--- src/rtl/host_command_pkg.sv ---
// Shared types and constants for the host command serializer: opcodes, protocol
// command bytes, FSM state types and the per-opcode byte count.
package host_command_pkg;

  typedef enum logic [1:0] {
    OpWrite  = 2'd0,
    OpRead   = 2'd1,
    OpAluOp  = 2'd2,
    OpAluNop = 2'd3
  } opcode_e;

  localparam logic [7:0] CmdByteWrite  = 8'hAA;
  localparam logic [7:0] CmdByteRead   = 8'hBB;
  localparam logic [7:0] CmdByteAluOp  = 8'hCC;
  localparam logic [7:0] CmdByteAluNop = 8'hDD;

  // Character-level states of the UART shifter.
  typedef enum logic [2:0] {
    StIdle,
    StStart,
    StData,
    StParity,
    StStop
  } tx_state_e;

  // Frame-level states of the byte sequencer.
  typedef enum logic [1:0] {
    SeqIdle,
    SeqSend,
    SeqDone
  } seq_state_e;

  function automatic logic [2:0] byte_count(opcode_e op);
    case (op)
      OpWrite: return 3'd3;
      OpRead:  return 3'd2;
      OpAluOp: return 3'd4;
      default: return 3'd2;
    endcase
  endfunction

endpackage

--- src/rtl/host_command_serializer_uart_byte_tx.sv ---
// UART character shifter: start bit, LSB-first data, optional parity, one stop bit.
// A new byte is taken at the end of a stop bit when byte_valid is high, so characters abut.
module uart_byte_tx
  import host_command_pkg::*;
#(
  parameter int unsigned DATA_WIDTH = 8,
  parameter int unsigned BAUD_WIDTH = 16
) (
  input  logic                  clk,
  input  logic                  reset_n,
  input  logic                  byte_valid,
  input  logic [DATA_WIDTH-1:0] byte_data,
  output logic                  byte_done,
  input  logic [BAUD_WIDTH-1:0] baud_div,
  input  logic                  par_en,
  input  logic                  par_type,
  input  logic                  par_flip,
  input  logic                  stop_low,
  output logic                  ser_data_out
);

  localparam int unsigned BitW = (DATA_WIDTH > 1) ? $clog2(DATA_WIDTH) : 1;
  localparam logic [BitW-1:0] LastBit = BitW'(DATA_WIDTH - 1);

  tx_state_e             state_q, state_d;
  logic [BAUD_WIDTH-1:0] cnt_q, cnt_d, div_eff;
  logic [BitW-1:0]       bit_q, bit_d;
  logic [DATA_WIDTH-1:0] data_q, data_d;
  logic                  ser_q, ser_d;
  logic                  bit_end;

  assign div_eff = (baud_div == '0) ? BAUD_WIDTH'(1) : baud_div;
  assign bit_end = (cnt_q == div_eff - BAUD_WIDTH'(1));

  always_comb begin
    state_d   = state_q;
    cnt_d     = cnt_q;
    bit_d     = bit_q;
    data_d    = data_q;
    byte_done = 1'b0;
    if (state_q != StIdle) cnt_d = bit_end ? '0 : cnt_q + BAUD_WIDTH'(1);
    case (state_q)
      StIdle: begin
        if (byte_valid) begin
          state_d = StStart;
          cnt_d   = '0;
        end
      end
      StStart: begin
        // Byte is captured at the end of the start bit, once the sequencer has its fields latched.
        if (bit_end) begin
          state_d = StData;
          bit_d   = '0;
          data_d  = byte_data;
        end
      end
      StData: begin
        if (bit_end) begin
          if (bit_q == LastBit) state_d = par_en ? StParity : StStop;
          else                  bit_d   = bit_q + BitW'(1);
        end
      end
      StParity: if (bit_end) state_d = StStop;
      StStop: begin
        if (bit_end) begin
          byte_done = 1'b1;
          state_d   = byte_valid ? StStart : StIdle;
        end
      end
      default: state_d = StIdle;
    endcase
  end

  // Line level registered from the next state so each bit starts exactly on its state entry.
  always_comb begin
    case (state_d)
      StStart:  ser_d = 1'b0;
      StData:   ser_d = data_d[bit_d];
      StParity: ser_d = (^data_q) ^ par_type ^ par_flip;
      StStop:   ser_d = ~stop_low;
      default:  ser_d = 1'b1;
    endcase
  end

  always_ff @(posedge clk or negedge reset_n) begin
    if (!reset_n) begin
      state_q <= StIdle;
      cnt_q   <= '0;
      bit_q   <= '0;
      data_q  <= '0;
      ser_q   <= 1'b1;
    end else begin
      state_q <= state_d;
      cnt_q   <= cnt_d;
      bit_q   <= bit_d;
      data_q  <= data_d;
      ser_q   <= ser_d;
    end
  end

  assign ser_data_out = ser_q;

endmodule

--- src/rtl/host_command_serializer.sv ---
// Host command serializer: latches one command and sends its protocol bytes as UART characters.
// Optional HOST_CMD_ERROR_INJECT_EN adds parity/stop-bit error injection inputs.
module host_command_serializer
  import host_command_pkg::*;
#(
  parameter int unsigned DATA_WIDTH = 8,
  parameter int unsigned ADDR_WIDTH = 4,
  parameter int unsigned BAUD_WIDTH = 16
) (
  input  logic                  clk,
  input  logic                  reset_n,
  input  logic                  cmd_valid,
  output logic                  cmd_ready,
  input  logic [1:0]            cmd_opcode,
  input  logic [ADDR_WIDTH-1:0] cmd_address,
  input  logic [DATA_WIDTH-1:0] cmd_data_a,
  input  logic [DATA_WIDTH-1:0] cmd_data_b,
  input  logic [3:0]            cmd_function,
  input  logic                  par_en,
  input  logic                  par_type,
  input  logic [BAUD_WIDTH-1:0] baud_div,
`ifdef HOST_CMD_ERROR_INJECT_EN
  input  logic                  inject_par_err,
  input  logic                  inject_frame_err,
`endif
  output logic                  ser_data_out,
  output logic                  busy,
  output logic                  frame_done
);

  seq_state_e            seq_q, seq_d;
  logic [1:0]            byte_idx_q, byte_idx_d, last_idx;
  opcode_e               op_q;
  logic [ADDR_WIDTH-1:0] addr_q;
  logic [DATA_WIDTH-1:0] data_a_q, data_b_q, byte_data;
  logic [3:0]            fn_q;
  logic                  par_en_q, par_type_q;
  logic [BAUD_WIDTH-1:0] baud_q;
  logic                  accept, is_last, byte_valid, byte_done, par_flip, stop_low;

  assign accept   = (seq_q == SeqIdle) && cmd_valid;
  assign last_idx = 2'(byte_count(op_q) - 3'd1);
  assign is_last  = (byte_idx_q == last_idx);
  // Offered on acceptance, and thereafter as long as bytes remain behind the current one.
  assign byte_valid = accept || ((seq_q == SeqSend) && !is_last);

  always_ff @(posedge clk or negedge reset_n) begin
    if (!reset_n) begin
      op_q       <= OpWrite;
      addr_q     <= '0;
      data_a_q   <= '0;
      data_b_q   <= '0;
      fn_q       <= '0;
      par_en_q   <= 1'b0;
      par_type_q <= 1'b0;
      baud_q     <= '0;
    end else if (accept) begin
      op_q       <= opcode_e'(cmd_opcode);
      addr_q     <= cmd_address;
      data_a_q   <= cmd_data_a;
      data_b_q   <= cmd_data_b;
      fn_q       <= cmd_function;
      par_en_q   <= par_en;
      par_type_q <= par_type;
      baud_q     <= baud_div;
    end
  end

`ifdef HOST_CMD_ERROR_INJECT_EN
  logic inj_par_q, inj_frame_q;
  always_ff @(posedge clk or negedge reset_n) begin
    if (!reset_n) begin
      inj_par_q   <= 1'b0;
      inj_frame_q <= 1'b0;
    end else if (accept) begin
      inj_par_q   <= inject_par_err;
      inj_frame_q <= inject_frame_err;
    end
  end
  assign par_flip = inj_par_q;
  assign stop_low = inj_frame_q && is_last;
`else
  assign par_flip = 1'b0;
  assign stop_low = 1'b0;
`endif

  always_comb begin
    byte_data = '0;
    case (op_q)
      OpWrite: begin
        case (byte_idx_q)
          2'd0:    byte_data = DATA_WIDTH'(CmdByteWrite);
          2'd1:    byte_data = DATA_WIDTH'(addr_q);
          default: byte_data = data_a_q;
        endcase
      end
      OpRead: byte_data = (byte_idx_q == 2'd0) ? DATA_WIDTH'(CmdByteRead) : DATA_WIDTH'(addr_q);
      OpAluOp: begin
        case (byte_idx_q)
          2'd0:    byte_data = DATA_WIDTH'(CmdByteAluOp);
          2'd1:    byte_data = data_a_q;
          2'd2:    byte_data = data_b_q;
          default: byte_data = DATA_WIDTH'(fn_q);
        endcase
      end
      default: byte_data = (byte_idx_q == 2'd0) ? DATA_WIDTH'(CmdByteAluNop) : DATA_WIDTH'(fn_q);
    endcase
  end

  always_comb begin
    seq_d      = seq_q;
    byte_idx_d = byte_idx_q;
    case (seq_q)
      SeqIdle: if (cmd_valid) seq_d = SeqSend;
      SeqSend: begin
        if (byte_done) begin
          if (is_last) seq_d      = SeqDone;
          else         byte_idx_d = byte_idx_q + 2'd1;
        end
      end
      SeqDone: begin
        seq_d      = SeqIdle;
        byte_idx_d = '0;
      end
      default: seq_d = SeqIdle;
    endcase
  end

  always_ff @(posedge clk or negedge reset_n) begin
    if (!reset_n) begin
      seq_q      <= SeqIdle;
      byte_idx_q <= '0;
    end else begin
      seq_q      <= seq_d;
      byte_idx_q <= byte_idx_d;
    end
  end

  assign cmd_ready  = (seq_q == SeqIdle);
  assign busy       = (seq_q == SeqSend);
  assign frame_done = (seq_q == SeqDone);

  uart_byte_tx #(
    .DATA_WIDTH(DATA_WIDTH),
    .BAUD_WIDTH(BAUD_WIDTH)
  ) u_tx (
    .clk         (clk),
    .reset_n     (reset_n),
    .byte_valid  (byte_valid),
    .byte_data   (byte_data),
    .byte_done   (byte_done),
    .baud_div    (baud_q),
    .par_en      (par_en_q),
    .par_type    (par_type_q),
    .par_flip    (par_flip),
    .stop_low    (stop_low),
    .ser_data_out(ser_data_out)
  );

endmodule
--- config.mk ---
export PLATFORM = sky130hd
export DESIGN_NAME = host_command_serializer
export DESIGN_NICKNAME = d
export VERILOG_FILES = /design/src/rtl/host_command_pkg.sv /design/src/rtl/host_command_serializer_uart_byte_tx.sv /design/src/rtl/host_command_serializer.sv
export SDC_FILE = /design/constraint.sdc
export NUM_CORES = 1
export LEC_CHECK = 0
export CAP_MARGIN = 30
export CELL_PAD_IN_SITES_DETAIL_PLACEMENT = 1
export CELL_PAD_IN_SITES_GLOBAL_PLACEMENT = 2
export CORE_MARGIN = 5
export CORE_UTILIZATION = 26
export DETAILED_ROUTE_END_ITERATION = 7
export PLACE_DENSITY = 0.6
export SYNTH_ARGS = -nofsm -noshare
export SYNTH_HDL_FRONTEND = slang
export SYNTH_SLANG_ARGS = --single-unit
export TNS_END_PERCENT = 20
--- constraint.sdc ---
create_clock -name clk -period 5.62 [get_ports clk]
set_clock_uncertainty 0.15 [all_clocks]
set_input_delay 1.124 -clock clk [delete_from_list [all_inputs] [get_ports clk]]
set_output_delay 1.124 -clock clk [all_outputs]
set_load 0.005 [all_outputs]
---- Word level (Yosys, flattened, before mapping) ----
Index checks and enable logic that the tools add are counted.
word-level totals
  word-level logic and storage cells ...... 94
  register bits ........................... 79
  input bits .............................. 47
cells by class
  magnitude comparators ................... 1
  $add $sub $neg .......................... 5
  mux-type cells .......................... 38
  reduce and logical (&&, ||, !) cells .... 14
  bitwise logic cells ..................... 1
  eq/ne operators ......................... 20
operators with widths
  cell                                                                     number
  16-bit 2-to-1 mux                                                        5
  8-bit one-hot mux with 3 select lines                                    2
  8-bit 2-to-1 mux                                                         4
  3-bit 2-to-1 mux                                                         10
  16-bit by 1-bit adder with 16-bit output, second input constant          1
  16-bit equality test                                                     1
  16-bit logical NOT                                                       1
  8-bit one-hot mux with 2 select lines                                    1
  16-bit by 1-bit subtractor with 16-bit output, second input constant     1
  3-bit one-hot mux with 5 select lines                                    1
  3-bit by 2-bit equality test with 1-bit output, second input constant    4
  2-bit one-hot mux with 2 select lines                                    3
  2-bit 2-to-1 mux                                                         5
  8-bit XOR reduction                                                      1
  2-bit by 1-bit equality test with 1-bit output, second input constant    3
  2-bit equality test, second input constant                               3
  3-bit by 1-bit equality test with 1-bit output, second input constant    2
  3-bit equality test, second input constant                               2
  2-bit logical NOT                                                        3
  3-bit one-hot mux with 2 select lines                                    1
  3-bit AND reduction                                                      2
  3-bit by 4-bit < comparator with 1-bit output, second input constant     1
  1-bit 2-to-1 mux                                                         4
  2-bit by 1-bit inequality test with 1-bit output, second input constant  2
  other kinds (14)                                                         16

---- Logic depth before layout (Yosys ltp) ----
Gate-level depths: netlist (run 1).
  depth after elaboration ................. 12
  gate-level depth with buffers ........... 17

---- Hierarchy ----
Synthesis (run 1) repeated with hierarchy kept, for this count alone.
unflattened totals
  cell total of the unflattened synthesis .. 461
  area total of the unflattened synthesis .. 4815.9 sq um
by module, submodules not included
  module                   sequential area each (sq um)  cells an instance  area each (sq um)  times used
  host_command_serializer  1201.2                        197                2468.6             1
  uart_byte_tx             777.0                         264                2347.3             1

---- Worst setup path after synthesis (run 1) ----
No wires, ideal clock.
  kind .................................... register -> register
  start point ............................. reg baud_q[10]
  end point ............................... reg u_tx.ser_q, in the netlist u_tx.ser_data_out
  data arrival time ....................... 3737 ps
  cell stages (with the launch flop) ...... 18
  path slack .............................. 1648 ps
  path buffers ............................ 3
  clock period less this slack ............ 3972 ps
  cells stage by stage .................... dfrtp_1 -> nor4_1 -> and4_2 -> buf_2 -> nor2_1 -> ha_1 -> nor3b_1 -> and3_2 -> o2111ai_1 -> a2111oi_4 -> and3b_1 -> buf_6 -> and3_1 -> buf_6 -> mux2_2 -> o211a_1 -> o21ai_1 -> a31oi_1
between the ends
  cells in the longest elaborated chain, start to end .. 9
  elaborated cells between the ends (all ways) .. 20
  classes of those cells .................. add/sub: 1; eq/ne: 4; mux: 14; reduce/logical: 1
RTL lines
  element                                            line                                        RTL
  start, declared                                    host_command_serializer.sv:38               logic [BAUD_WIDTH-1:0] baud_q;
  start signal, assigned                             host_command_serializer.sv:65               baud_q <= baud_div;
  16-bit logical NOT                                 host_command_serializer_uart_byte_tx.sv:32  assign div_eff = (baud_div == '0) ? BAUD_WIDTH'(1) : baud_div;
  16-bit 2-to-1 mux (*)                              host_command_serializer_uart_byte_tx.sv:32
  16-bit by 1-bit subtractor with 16-bit output (*)  host_command_serializer_uart_byte_tx.sv:33  assign bit_end = (cnt_q == div_eff - BAUD_WIDTH'(1));
  16-bit equality test (*)                           host_command_serializer_uart_byte_tx.sv:33
  8-bit 2-to-1 mux (*)                               host_command_serializer_uart_byte_tx.sv:51  if (bit_end) begin
  8-bit 2-to-1 mux (*)                               host_command_serializer_uart_byte_tx.sv:42  case (state_q)
  via u_tx.data_d[3]                                 host_command_serializer_uart_byte_tx.sv:28  logic [DATA_WIDTH-1:0] data_q, data_d;
  1-bit binary-select mux with 3-bit select (*)      host_command_serializer_uart_byte_tx.sv:78  StData: ser_d = data_d[bit_d];
  1-bit 2-to-1 mux (not written as such) (*)         host_command_serializer_uart_byte_tx.sv:78
  1-bit one-hot mux with 3 select lines (*)          host_command_serializer_uart_byte_tx.sv:76  case (state_d)
  via u_tx.ser_d                                     host_command_serializer_uart_byte_tx.sv:29  logic ser_q, ser_d;
  end signal, assigned                               host_command_serializer_uart_byte_tx.sv:97  ser_q <= ser_d;
  end, declared                                      host_command_serializer_uart_byte_tx.sv:29
Mark *: on every way through the listed nets, which the timed path passes. The rest lies on a longest branch. The select of a mux whose other input is x is not followed.
A chain may end at the register's enable or synchronous reset.

---- Worst setup path in the final report (run 1) ----
Same ends and word-level chain as after synthesis.

==> metrics.yaml, run 1 <==
grt.overflow.total: 0
synthFlopType: "dfrtp_1"
rows: 48
wire_per_inst_um: 17.92
hpwl_um: 9821
syn_avg_cell_area_um2: 9.977
setup_viol: 0
hold_viol: 0
cts_made_buffers: 9
cts.htree.levels: 3
synth-compound-area-share: 0.1295
ir_drop_mv: 0.1389
grt_first_pass_wirelength_um: 21540
crit_chain: "nor4_1 -> and4_2 -> nor2_1 -> ha_1 -> nor3b_1 -> a21oi_1 -> o2111ai_1 -> a2111oi_4 -> and3b_1 -> and3_1 -> mux2_2 -> o211a_1 -> o21ai_1 -> a31oi_1"
finish.instance_area_mm2: 0.005618
powerDensity_mw_per_mm2: 211.0
rsz0062_at_grt: "no"
dpl-instance-area_mm2: 0.005344
max-cap-violations: 0
ant_nets: 0
min_period_over_period: 0.8218
dpl_worst_slack_ps: 999.2
path_delay_family: "simple AND/OR/NAND/NOR gates"
syn_nets: 518
drcViolationCount: 0
io_buffers: 50
dr.pass1.iters: 4
path_buf_inv: 0
cp_max_fo: 11
muxShareOfSynthArea: 0.1178
viasPerCell: 4.915
grt_pass1_vias: 3826
syn_inst: 464
drv_slew: 0
cts_tree: "built"
synth_async_sr_flop_share: 1.000
worstMarginPinSlew_ps: 666.9
clock_latency_ps: 340
drive_gt1_frac: 0.1484
relSlewSlack: 0.5533
nNetsFinal: 562
required_ps: 5730
floorplan.initialDensity: 0.2667
synth_top_family_by_area: "simple AND/OR/NAND/NOR gates"
setup-tns-final_ps: 0
fin_util: 0.3237
die_area_mm2: 0.02057
syn_to_final_growth_pct: 21.35
cts_hold_buffers: 0
fp.dieW_um: 143.4
hold_class: "reg2reg"
hold_slack_ps: 364.9
grt_util_all_layers: 0.1352
synth_edf_count: 0
synthAdderAreaFrac: 0.01892
synth-seq-cells: 79
cp.arrival_ps: 4730
root_buffer: "clkbuf_16"
synth_xor_area_frac: 0.07568
critical_path_class: "reg2reg"
yosysWarningCount: 0
fmax_mhz: 216.5
postCtsSetupBuffers: 0
num_io_pins: 51
clkSlewWorstSetupHoldPaths_ps: 60
routed_wl_um: 13210
clockBufferDepth: 2
mostFrequentLayoutCell: "dfrtp_1"
die_h_um: 143.4
cts_sinks: 79
synth-simple-area-share: 0.1919
gp_congestion: 0.7922
antenna_cells: 0
setup_ws_ps: 1001
ys_types: 71
start_kind: "register"
cpMaxStageDelayCell: "nor4_1"
vias: 3622
p_leak_nw: 2.404
ys_seq_area_frac: 0.4273
fp.coreArea_mm2: 0.01736
syn_area_mm2: 0.004629
layout_common_cells: "dfrtp_1 (78), clkdlybuf4s50_1 (49), mux2_2 (43)"
final.min_clock_period_ps: 4619
grt_antenna_before_repair: 0
end_kind: "register"
outcome: "finished clean"
grt_max_degree: 52
cts_resized: 0
cp_slowest_stage_delay_ps: 510
dr.first_iter.drc_count: 151
==> layer usage <==
metal | part of all wire | vias up | track usage
li1 | - | 1765 | -
met1 | 0.53 | 1787 | 0.2009
met2 | 0.42 | 59 | 0.1922
met3 | 0.038 | 11 | 0.03561
met4 | 0.013 | 0 | 0.03865
met5 | 0 | - | 0
==> state kept, by name, indices dropped and copies added (netlist names), 3 cells and up <==
name and flops:
data_b_q 8, addr_q 4, u_tx.state_q 3, fn_q 4
u_tx.bit_q 3, data_a_q 8, u_tx.cnt_q 16, baud_q 16
u_tx.data_q 8
==> path summary, 6_finish.rpt <==
path | slack [ps] | cells after the start | from | end
setup reg to reg | 1000 | 14 | baud_q[10] | u_tx.ser_data_out
max in group asynchronous | 4100 | 2 | reset_n | u_tx.ser_data_out
min in group asynchronous | 560 | 1 | reset_n | u_tx.cnt_q[5]
setup / recovery | 1000 | 14 | baud_q[10] | u_tx.ser_data_out
hold reg to reg | 360 | 1 | addr_q[3] | addr_q[3]
hold / removal | 360 | 1 | addr_q[3] | addr_q[3]
==> logic make-up after synthesis <==
| family | count (synthesis) |
|---|---|
| compound gates | 88 |
| xor+xnor | 40 |
| fa+ha+maj | 7 |
| buf+inv | 39 |
| flops | 79 |
| mux | 49 |
| simple gates | 162 |
==> through the flow <==
stage                     instances  power [mW]
after CTS                       737       1.210
after floorplan                 464      0.5796
final                           737       1.185
after global placement          721      0.6254
after global routing            737       1.236
after detailed placement        722      0.6278
==> where the power goes <==
| group | internal [mW] | total (mW) | switching [mW] |
|---|---|---|---|
| combinational | 0.0298 | 0.0475 | 0.0177 |
| sequential | 0.569 | 0.569 | 0 |
| clock | 0.343 | 0.569 | 0.226 |
| total | 0.942 | 1.19 | 0.244 |
==> synth_stat cells, drive strengths merged, types with 3 or more instances <==
cell,n,area share
nor3,11,0.012
xnor2,19,0.036
o22ai,5,0.0068
a2bb2oi,3,0.0057
mux2,44,0.11
a22oi,4,0.0065
o21ai,24,0.027
ha,7,0.019
clkbuf,9,0.0073
o31ai,5,0.0081
nand3,9,0.011
or3,4,0.0065
xor2,21,0.040
a21oi,18,0.019
a31oi,10,0.017
nor2,38,0.031
dfrtp,78,0.42
nand4,10,0.014
nor2b,6,0.0081
nor4,8,0.015
mux2i,5,0.011
nand2,36,0.029
and2,3,0.0043
nor3b,6,0.0097
buf,11,0.016
or4,4,0.0076
inv,19,0.015
and3,12,0.017
==> area by class of cell <==
type / instances / area, um^2
fill: 1934 / 11740
sequential: 79 / 1978
clock inverter: 1 / 30.03
timing repair buffer: 53 / 540.5
inverter: 19 / 71.32
tap: 225 / 281.5
clock buffer: 14 / 244.0
multi-input combinational: 346 / 2472
Note: power is estimated with default switching activity, not from simulation.
==> run 2, diff against run 1 <==
- clock period: 5.62 -> 4.4 ns (I/O delays scaled with it)
==> run 2 against run 1 <==
Against the previous run: fmax up 11%; hold slack got worse by 46 ps; sequential share of layout area decreased by 0.60 points; core utilization rose by 0.56 points; sequential cell count unchanged; non-clock buffer count grew 9; first-iteration DRC count increased by 7.9%; power increased by 31%; via count grew 3.0%.
==> metrics.yaml, run 2 (synthesis results as in run 1) <==
outcome: "finished clean"
antenna_cells: 0  # unchanged
vias: 3732  # +3.0%
gp_congestion: 0.7909  # -0.16%
required_ps: 4510  # -1220 ps
mostFrequentLayoutCell: "dfrtp_1"
layout_common_cells: "dfrtp_1 (78), clkdlybuf4s50_1 (49), mux2_2 (43)"
wire_per_inst_um: 17.72  # -1.1%
grt_pass1_vias: 4037  # +5.5%
viasPerCell: 4.996  # +1.7%
ir_drop_mv: 0.1684  # +21%
critical_path_class: "reg2reg"
grt_max_degree: 53  # +1.9%
dr.first_iter.drc_count: 163  # +7.9%
root_buffer: "clkbuf_16"
internal_power_mw: 1.237  # +31%
clkSlewWorstSetupHoldPaths_ps: 60  # about the same
worstMarginPinSlew_ps: 686.6  # +19.74 ps
num_io_pins: 51  # unchanged
start_kind: "register"
grt_antenna_before_repair: 0  # unchanged
grt.overflow.total: 0  # unchanged
hold_slack_ps: 318.8  # -46.12 ps
hold_viol: 0  # unchanged
cts_sinks: 79  # unchanged
die_h_um: 143.4  # unchanged
drive_gt1_frac: 0.1686  # +0.02014
p_sw_mw: 0.3148  # +29%
fp.dieW_um: 143.4  # unchanged
rsz0062_at_grt: "no"
clockBufferDepth: 2  # unchanged
hold_class: "in2async"
min_period_over_period: 0.9467  # +0.1249
drv_slew: 0  # unchanged
cts_tree: "built"
syn_to_final_growth_pct: 23.46
ant_nets: 0  # unchanged
clock_latency_ps: 340  # about the same
drcViolationCount: 0  # unchanged
relSlewSlack: 0.5401  # -0.01322
max-cap-violations: 0  # unchanged
setup_viol: 0  # unchanged
cp_max_fo: 6  # -5
cts_made_buffers: 9  # unchanged
fp.coreArea_mm2: 0.01736  # unchanged
nNetsFinal: 571  # +1.6%
p_leak_nw: 2.471  # +2.8%
power.share.clock: 0.493  # +0.013
fmax_mhz: 240.1  # +11%
grt_first_pass_wirelength_um: 22110  # +2.6%
floorplan.initialDensity: 0.2667  # unchanged
setup-tns-final_ps: 0  # unchanged
rows: 48  # unchanged
end_kind: "register"
pwr-share-comb: 0.038  # -0.002
total_power_mw: 1.551  # +31%
routed_wl_um: 13240  # +0.21%
grt_util_all_layers: 0.1363  # +0.001150
largestRegisters: "baud_q x16, u_tx.cnt_q x16"
powerDensity_mw_per_mm2: 271.4  # +29%
cts.htree.levels: 3  # unchanged
p_seq_frac: 0.468  # -0.012
dr.pass1.iters: 4  # unchanged
die_area_mm2: 0.02057  # unchanged
hpwl_um: 9963  # +1.4%
cp.arrival_ps: 4280  # -450 ps
cts_hold_buffers: 0  # unchanged
power_switching_share: 0.2029  # -0.002795
io_buffers: 50  # unchanged
final.min_clock_period_ps: 4166  # -453.0 ps
run 2: power groups by stage:
stage	Combinational [mW]	Sequential, mW	Clock, mW
floorplan	0.000347	0.740	0
global placement	0.0571	0.740	0
detailed placement	0.0613	0.740	0
CTS	0.0615	0.726	0.797
global route	0.0654	0.726	0.824
finish	0.0595	0.727	0.765
run 2: stage by stage:
| step | std cells | setup WS [ps] | cell area (um^2) | utilization |
|---|---|---|---|---|
| 3_3_place_gp | 729 | 218.4 | 5376 | 0.3098 |
| 3_5_place_dp | 730 | 111.7 | 5404 | 0.3113 |
| 5_1_grt | 747 | 20.64 | 5715 | 0.3293 |
| 6_report | 747 | 234.4 | 5715 | 0.3293 |
| 4_1_cts | 746 | 89.48 | 5702 | 0.3285 |
| 2_1_floorplan | 464 | 428.1 | 4629 | - |
run 2: timing repair:
| item | CTS | global route |
|---|---|---|
| setup buffers | 0 | 1 |
| setup endpoints to repair | 0 | 16 |
| gates resized for setup | 0 | 2 |
run 2: layer usage:
| layer | track usage | vias to the layer above | part of all wire |
|---|---|---|---|
| met5 | 0 | - | 0 |
| met4 | 0.04311 | 0 | 0.014 |
| met3 | 0.03295 | 13 | 0.047 |
| met2 | 0.2026 | 74 | 0.44 |
| met1 | 0.1953 | 1864 | 0.50 |
| li1 | - | 1781 | - |
run 2: worst paths after layout:
path	slack, ps	start	endpoint	cells after the start
max	230	baud_q[5]	u_tx.ser_data_out	16
max reg2reg	230	baud_q[5]	u_tx.ser_data_out	16
min	320	reset_n	u_tx.cnt_q[5]	1
max in group asynchronous	3180	reset_n	data_a_q[6]	2
min reg2reg	360	data_b_q[2]	data_b_q[2]	1
min in group clk	360	data_b_q[2]	data_b_q[2]	1
run 2: layout make-up:
type | count | area, um^2
inverters | 19 | 71.32
clock inverters | 1 | 30.03
fillers | 1948 | 11640
well taps | 225 | 281.5
flip-flops and latches | 79 | 1978
repair buffers | 62 | 608.1
clock buffers | 15 | 267.8
multi-input cells | 346 | 2479
run 2: worst max-delay path, cell delays in order (launching register included):
cell,delay (ps)
dfrtp_1,480
nor4_4,420
and4_4,330
nor2_1,50
ha_1,260
nor3b_2,220
a21oi_1,190
o2111ai_1,210
a2111oi_4,370
and3b_1,240
buf_4,160
a31oi_4,90
or3_4,420
inv_1,120
o21ai_0,90
a2bb2oi_1,190
a31oi_1,100
==> run 3, diff against run 2 <==
- CORE_UTILIZATION: 26 -> 36
- PLACE_DENSITY: 0.6 -> 0.78
==> run 3 against run 2 <==
Against the previous run: sequential cell count unchanged; sequential share of layout area grew 0.41 points; setup slack worse by 10 ps; routed wire length shrank 6.3%; register-to-register slack about the same; combinational power shrank 2%; sequential power hardly changed; via count up 0.21%; clock power is 8.1% lower; first-iteration DRC count grew 77%; hold slack improved by 0.89 ps.
==> metrics.yaml, run 3 (synthesis results as in run 1) <==
fp.dieW_um: 123.4  # -14%
max-cap-violations: 0  # unchanged
mostFrequentLayoutCell: "dfrtp_1"
drcViolationCount: 0  # unchanged
grt.overflow.total: 0  # unchanged
largestRegisters: "baud_q x16, u_tx.cnt_q x16"
required_ps: 4520  # about the same
layout.cells.non_filler: 695  # -7.0%
worstMarginPinSlew_ps: 705.8  # +19.20 ps
hold_viol: 0  # unchanged
cp_max_fo: 6  # unchanged
io_buffers: 50  # unchanged
floorplan.initialDensity: 0.3668  # +0.1001
grt_pass1_vias: 3960  # -1.9%
critical_path_class: "reg2reg"
gp_congestion: 0.8801  # +11%
use_met3: 0.03339  # +0.0004492
start_kind: "register"
grt_util_all_layers: 0.1750  # +0.03866
layout_common_cells: "dfrtp_1 (78), clkdlybuf4s50_1 (49), mux2_2 (43)"
total_power_mw: 1.488  # -4.1%
syn_to_final_growth_pct: 22.00
setup_viol: 0  # unchanged
die_h_um: 123.4  # -14%
p_leak_nw: 2.471  # about the same
root_buffer: "clkbuf_16"
grt_antenna_before_repair: 0  # unchanged
drv_slew: 0  # unchanged
grtUsageMet1: 0.2536  # +0.05830
min_period_over_period: 0.9490  # +0.002301
rows: 41  # -15%
dr.first_iter.drc_count: 288  # +77%
hold_class: "in2async"
fmax_mhz: 239.5  # -0.24%
drive_gt1_frac: 0.1740  # +0.005414
hold_slack_ps: 319.7  # +0.8920 ps
hpwl_um: 9199  # -7.7%
end_kind: "register"
grt_max_degree: 54  # +1.9%
antenna_cells: 0  # unchanged
routed_wl_um: 12400  # -6.3%
cts_sinks: 79  # unchanged
cts_made_buffers: 9  # unchanged
clock_latency_ps: 340  # about the same
final.min_clock_period_ps: 4176  # +10.12 ps
relSlewSlack: 0.5273  # -0.01286
setup_ws_ps: 224.2  # -10.12 ps
fillers: 1439  # -26%
clockBufferDepth: 2  # unchanged
dpl_worst_slack_ps: -150.0  # -261.7 ps
num_io_pins: 51  # unchanged
clkSlewWorstSetupHoldPaths_ps: 60  # about the same
ir_drop_mv: 0.1594  # -5.3%
cts.htree.levels: 3  # unchanged
powerDensity_mw_per_mm2: 263.5  # -2.9%
vias: 3740  # +0.21%
viasPerCell: 5.381  # +7.7%
dp_cells: 675  # -7.5%
outcome: "finished clean"
wire_per_inst_um: 17.84  # +0.71%
nNetsFinal: 572  # +0.18%
dr.pass1.iters: 4  # unchanged
fp.coreArea_mm2: 0.01262  # -27%
cts_tree: "built"
grt_first_pass_wirelength_um: 20780  # -6.0%
cp.arrival_ps: 4290  # about the same
die_area_mm2: 0.01523  # -26%
ant_nets: 0  # unchanged
grtUsageMet2: 0.2576  # +0.05500
top_usage_layer: "met2"
## run 3: cell count changes in the layout (fill, tap and decap cells not counted), sizes merged
cell,previous run,this run
clkinv,0,1
bufinv,1,0
buf,13,14
## run 3: worst paths after layout
kind                            from                end  slack (ps)  cells past startpoint
max                        baud_q[5]  u_tx.ser_data_out         220                     15
min                          reset_n      u_tx.cnt_q[6]         320                      1
max reg2reg                baud_q[5]  u_tx.ser_data_out         220                     15
min reg2reg                  fn_q[0]            fn_q[0]         350                      1
max in group asynchronous    reset_n  u_tx.ser_data_out        3140                      2
min in group clk             fn_q[0]            fn_q[0]         350                      1
## run 3: final cells by class
| type | instances | area (um^2) | area share |
|---|---|---|---|
| multi-input combinational | 346 | 2495 | 0.4417 |
| sequential | 79 | 1978 | 0.3502 |
| tap | 172 | 215.2 | 0.03810 |
| clock inverter | 1 | 5.005 | 0.0008861 |
| clock buffer | 15 | 267.8 | 0.04741 |
| timing repair buffer | 63 | 615.6 | 0.1090 |
| inverter | 19 | 71.32 | 0.01263 |
## run 3: critical path, stage by stage, from the launching register on
cell and delay [ps]:
dfrtp_1 470, nor4_4 410, and4_4 340, nor2_1 60, ha_1 260, nor3b_2 220, a21oi_1 180, o2111ai_1 210
a2111oi_4 390, and3b_1 240, buf_4 150, a31oi_4 90, or3_4 420, a211oi_1 280, o21ai_1 100, a31oi_1 140
## run 3: through the flow
step                utilization  TNS (ps)  instance area, um^2
detailed placement       0.4218    -175.7                 5323
floorplan                     -         0                 4629
global route             0.4476    -109.7                 5648
CTS                      0.4438         0                 5600
global placement         0.4196         0                 5295
finish                   0.4476         0                 5648
## run 3: routing by layer
metal,vias to the layer above,wire length [um]
met3,9,425
met1,1886,6178
met5,-,0
met2,56,5623
li1,1789,-
met4,0,174
## run 3: where the power goes
group | switching [mW] | internal [mW]
sequential | 0 | 0.727
combinational | 0.0206 | 0.0379
clock | 0.290 | 0.413
total | 0.310 | 1.18
## run 3: what timing repair did
| action | CTS | global route |
|---|---|---|
| setup buffers | 0 | 4 |
| hold buffers | 0 | 0 |
| setup endpoints to repair | 2 | 3 |
| gates resized for setup | 1 | 4 |
| pin swaps | 0 | 2 |
